<file path="config.mk">
export PLATFORM = sky130hd
export DESIGN_NAME = pipeline_hazard_ctrl
export DESIGN_NICKNAME = d
export VERILOG_FILES = /design/src/rtl/pipeline_hazard_ctrl.sv
export SDC_FILE = /design/constraint.sdc
export NUM_CORES = 1
export LEC_CHECK = 0
export BUFFER_PORTS_ARGS = -buffer_cell sky130_fd_sc_hd__buf_2
export CAP_MARGIN = 20
export CELL_PAD_IN_SITES_DETAIL_PLACEMENT = 1
export CELL_PAD_IN_SITES_GLOBAL_PLACEMENT = 1
export CORE_UTILIZATION = 30
export CTS_CLUSTER_SIZE = 12
export DETAILED_ROUTE_END_ITERATION = 8
export GPL_ROUTABILITY_DRIVEN = 0
export PLACE_DENSITY_LB_ADDON = 0.3
export SLEW_MARGIN = 20
export SYNTH_ARGS = -nofsm -noshare
export SYNTH_HDL_FRONTEND = slang
export SYNTH_SLANG_ARGS = --single-unit
export TNS_END_PERCENT = 30
</file>
<file path="constraint.sdc">
create_clock -name clk -period 1.5 [get_ports clk]
set_clock_uncertainty 0.05 [all_clocks]
set_input_delay 0.15 -clock clk [delete_from_list [all_inputs] [get_ports clk]]
set_output_delay 0.15 -clock clk [all_outputs]
set_load 0.01 [all_outputs]
</file>
<file path="src/rtl/pipeline_hazard_ctrl.sv">
// Stall/flush sequencer for the 5-stage MIPS32 pipeline: load-use, branch, shared-memory wait, MEM exceptions.
// Optional HAZARD_PERF_CNT_EN adds stall_cnt / flush_cnt performance counters.
module pipeline_hazard_ctrl #(
  parameter int REG_W    = 6,
  parameter int WAIT_MAX = 255,
  parameter int CNT_W    = 8
) (
  input  logic             clk,
  input  logic             rst,
  input  logic [REG_W-1:0] id_src_a,
  input  logic [REG_W-1:0] id_src_b,
  input  logic             id_use_a,
  input  logic             id_use_b,
  input  logic [REG_W-1:0] ex_dest,
  input  logic             ex_mem_read,
  input  logic             branch_taken,
  input  logic             mem_conflict,
  input  logic             mem_ready,
  input  logic             exc_valid,
  output logic             pc_we,
  output logic             pc_sel_exc,
  output logic             ifid_we,
  output logic             idex_we,
  output logic             exmem_we,
  output logic             memwb_we,
  output logic             ifid_clr,
  output logic             idex_clr,
  output logic             exmem_clr,
  output logic             memwb_clr,
  output logic             cp0_exc_we,
`ifdef HAZARD_PERF_CNT_EN
  output logic [31:0]      stall_cnt,
  output logic [31:0]      flush_cnt,
`endif
  output logic             mem_err
);

  typedef enum logic [1:0] {RUN, MEM_WAIT, EXC_FLUSH} state_t;

  typedef struct packed {
    logic pc_we, pc_sel_exc;
    logic ifid_we, idex_we, exmem_we, memwb_we;
    logic ifid_clr, idex_clr, exmem_clr, memwb_clr;
    logic cp0_exc_we, mem_err;
  } ctl_t;

  state_t           state, state_nxt;
  logic [CNT_W-1:0] wcnt, wcnt_nxt;
  ctl_t             ctl;
  logic             load_use;

  assign load_use = ex_mem_read && (ex_dest != '0) &&
                    ((id_use_a && id_src_a == ex_dest) || (id_use_b && id_src_b == ex_dest));

  always_ff @(posedge clk or posedge rst) begin
    if (rst) begin
      state <= RUN;
      wcnt  <= '0;
    end else begin
      state <= state_nxt;
      wcnt  <= wcnt_nxt;
    end
  end

  always_comb begin
    ctl          = '0;
    ctl.pc_we    = 1'b1;
    ctl.ifid_we  = 1'b1;
    ctl.idex_we  = 1'b1;
    ctl.exmem_we = 1'b1;
    ctl.memwb_we = 1'b1;
    state_nxt    = state;
    wcnt_nxt     = wcnt;
    case (state)
      RUN: begin
        if (exc_valid) begin
          ctl.pc_we = 1'b0;
          {ctl.ifid_clr, ctl.idex_clr, ctl.exmem_clr} = 3'b111;
          state_nxt = EXC_FLUSH;
        end else if (mem_conflict && !mem_ready) begin
          {ctl.pc_we, ctl.ifid_we, ctl.idex_we, ctl.exmem_we} = 4'b0000;
          ctl.memwb_clr = 1'b1;
          wcnt_nxt      = CNT_W'(1);
          state_nxt     = MEM_WAIT;
        end else if (branch_taken) begin
          // delay slot in IF/ID moves on; only the wrong-path fetch dies
          ctl.ifid_clr = 1'b1;
        end else if (load_use) begin
          ctl.pc_we    = 1'b0;
          ctl.ifid_we  = 1'b0;
          ctl.idex_clr = 1'b1;
        end
      end
      MEM_WAIT: begin
        if (exc_valid || (!mem_ready && wcnt == CNT_W'(WAIT_MAX))) begin
          ctl.pc_we   = 1'b0;
          ctl.mem_err = !exc_valid;
          {ctl.ifid_clr, ctl.idex_clr, ctl.exmem_clr} = 3'b111;
          wcnt_nxt  = '0;
          state_nxt = EXC_FLUSH;
        end else if (mem_ready) begin
          wcnt_nxt  = '0;
          state_nxt = RUN;
        end else begin
          // branch_taken stays parked in the frozen EX stage until RUN
          {ctl.pc_we, ctl.ifid_we, ctl.idex_we, ctl.exmem_we} = 4'b0000;
          ctl.memwb_clr = 1'b1;
          wcnt_nxt      = wcnt + CNT_W'(1);
        end
      end
      EXC_FLUSH: begin
        ctl.pc_sel_exc = 1'b1;
        ctl.cp0_exc_we = 1'b1;
        {ctl.ifid_clr, ctl.idex_clr, ctl.exmem_clr, ctl.memwb_clr} = 4'b1111;
        state_nxt = RUN;
      end
      default: state_nxt = RUN;
    endcase
    if (rst) ctl = '0;
  end

  assign {pc_we, pc_sel_exc, ifid_we, idex_we, exmem_we, memwb_we,
          ifid_clr, idex_clr, exmem_clr, memwb_clr, cp0_exc_we, mem_err} = ctl;

`ifdef HAZARD_PERF_CNT_EN
  always_ff @(posedge clk or posedge rst) begin
    if (rst) begin
      stall_cnt <= '0;
      flush_cnt <= '0;
    end else begin
      if (!ctl.pc_we) stall_cnt <= stall_cnt + 32'd1;
      if (state_nxt == EXC_FLUSH && state != EXC_FLUSH) flush_cnt <= flush_cnt + 32'd1;
    end
  end
`endif

endmodule

</file>
==> impl_metrics.ini <==
[outcome]
violations = design-rule violations, negative setup slack
status = finished, violations left

[power_and_ir_drop]
internal-power_w = 0.000531
cellPowerDensity_mw_per_mm2 = 520
power_w = 0.000798
switching_share_pct = 33.4
p_leak_nw = 0.698
p_seq_share_pct = 37.4
p_clk_share_pct = 23.9
combPwrFrac_pct = 38.8
vdd_drop_max_v = 0.000212
p_sw_w = 0.000267

[final_layout]
layout.nets = 210
seq_area_um2 = 251
drive_gt1_share_pct = 57.2
multiInputGateArea_um2 = 742
fill_cells = 341
instances_no_fill = 211
final_area_mm2 = 0.00153
syn_to_final_growth_pct = 67.9
antenna_cells = 0

[sta]
rsz0062_at_grt = yes
timing.hold.ws_ns = 0.146
final-hold-violation-count = 0
setup_tns_ns = -3.53
finalSetupViolCount = 16
fin_ws_ns = -0.359
tightestPinTransition_ns = 0.493
max_slew_margin_pct = 67.0
fmax_ghz = 0.538
finalMaxSlewViolations = 0
layout_min_cycle_time_ns = 1.86
post-route-period-util_pct = 124

[worst_setup_path]
worstPathMaxFanout = 4
crit_type = flop to primary output
end_kind = primary output
cp.required_ns = 1.30
cp.arrival_ns = 1.66
cp-start-kind = flop

[routing]
wl_um = 3580
drt-pass1-iter-count = 6
vias = 1161
post_drt_wl_per_cell_um = 16.9
vias_per_cell = 5.50
ant_nets = 0
drc_errors = 2
drt_iter0_markers = 27

[clocking]
clock_latency_ns = 0.27
cts-htree-levels = 1
cts_inserted_buffers = 3
clk_pin_slew_ns = 0.07
cts_buffer_depth = 2
cts_tree = yes
cts_root_buf = clkbuf_4
clock-sinks = 10

[grt]
grt_pass1_wl_um = 5260
grt_pass1_vias = 1200
grt_max_degree = 12
grt_overflow = 0
track_usage_pct = 20.7
antenna_found_initial = 0

[placement]
dpl.cell_count = 198
placed_area_mm2 = 0.00133
port_buffers = 38
post-dp-hpwl_um = 2460

[synth]
async_reset_ff_share_pct = 100
synthesis.nets = 138
synth_cell_type_count = 41
ys.flop_type = dfrtp_1
yosysSeqAreaShare_pct = 27.4
synth_top_cell_by_area = dfrtp_1
syn_avg_cell_area_um2 = 8.30
yosysTopAreaCellShare_pct = 27.4
synthCells = 110
yosys_warnings = 0
synth-seq-cells = 10
synth_edf_count = 0
yosys-top-cells-area = dfrtp_1 (27%), xnor2_1 (12%), a21oi_1 (3.8%)
synthTopCellsByCount = xnor2_1 (12), dfrtp_1 (10), nand2_1 (8)
synth_area_um2 = 913
synth.most_common_cell = xnor2_1

[floorplanning]
die_w_um = 57.2
start_util_pct = 32.3
rows = 19
design.die.area_mm2 = 0.00327
dieHeight_um = 57.2
pin_count = 39
core_area_mm2 = 0.00283

[run]
cap_violations = 0

[hold_path]
hold_class = input pin to flop
-- area by class of cell --
cell class                 count  area share [%]
sequential                    10            16.4
clock buffer                   3            1.47
timing repair buffer          72            30.3
tap                           31            2.53
inverter                       4           0.979
multi-input combinational     91            48.4
-- per-stage QoR --
| stage | worst slack, ns | util (%) |
|---|---|---|
| final | -0.359 | 54.2 |
| after floorplan | -0.0291 | - |
| after global placement | -0.116 | 47.1 |
| after detailed placement | -0.184 | 47.1 |
| after CTS | -0.336 | 51.0 |
| after global routing | -0.465 | 54.2 |
-- state kept, by name (all words and copies together) (netlist names) --
| register | cells |
|---|---|
| wcnt | 8 |
| state | 2 |
-- power groups by stage --
stage / clock, W / sequential [W] / combinational, W
4_1_cts: 0.000193 / 0.000297 / 0.000291
6_report: 0.000191 / 0.000298 / 0.000309
3_5_place_dp: 0 / 0.000301 / 0.000276
3_3_place_gp: 0 / 0.000300 / 0.000263
5_1_grt: 0.000201 / 0.000299 / 0.000334
2_1_floorplan: 0 / 0.000303 / 0.000136
-- layout by cell type, fill, tap and decap left out, drive strengths merged, types with 2 or more instances in the layout --
master,n
a21oi,8
a22o,3
a31oi,4
buf,71
clkbuf,3
dfrtp,10
inv,4
nand2,8
nand3,6
nand3b,2
nand4,2
nor2,7
nor2b,2
nor3,4
nor3b,3
o21ai,6
or2,2
or3,3
xnor2,12
-- metal layers --
| layer | wire length [µm] | share of wire (%) | up-vias | track usage (%) |
|---|---|---|---|---|
| met5 | 0 | 0 | - | 0 |
| met4 | 31 | 0.87 | 0 | 6.97 |
| met3 | 137 | 3.8 | 4 | 3.63 |
| met2 | 2010 | 56 | 36 | 40.2 |
| met1 | 1400 | 39 | 570 | 22.2 |
| li1 | - | - | 551 | - |
-- kinds of logic after synthesis --
kind of cell	count (synthesis)	share of synthesized area, %
adders and majority gates	1	1.37
and+or+nand+nor	44	27.4
AOI/OAI and AO/OA	34	27.8
xor gates and xnor gates	12	11.5
DFF	10	27.4
buffers and inverters	9	4.52
-- critical path: stages (launching register included) --
cell and delay [ns]:
dfrtp_1 0.40, ha_4 0.18, nand2_4 0.07, or3_4 0.36
o21ai_2 0.11, and3_1 0.15, buf_2 0.13
-- what timing repair did --
action / CTS / global route
gates resized for setup: 12 / 9
hold buffers: 1 / 0
setup buffers: 2 / 7
endpoints found under the setup margin: 15 / 16
hold endpoints to repair: 10 / 0
pin swaps: 5 / 9
-- path summary, 6_finish.rpt --
check                                     from                   end  slack, ns  cells past startpoint
max in group asynchronous                  rst  state[0]$_DFFE_PP0P_       0.38                      4
max                        wcnt[1]$_DFFE_PP0P_              ifid_clr      -0.36                      6
min                                  exc_valid  state[1]$_DFFE_PP0P_       0.15                      3
min in group asynchronous                  rst  state[1]$_DFFE_PP0P_       0.66                      4
min reg2reg                wcnt[7]$_DFFE_PP0P_   wcnt[7]$_DFFE_PP0P_       0.54                      2
max reg2reg                wcnt[1]$_DFFE_PP0P_   wcnt[6]$_DFFE_PP0P_      -0.16                      8
(Power assumes the default switching activity.)
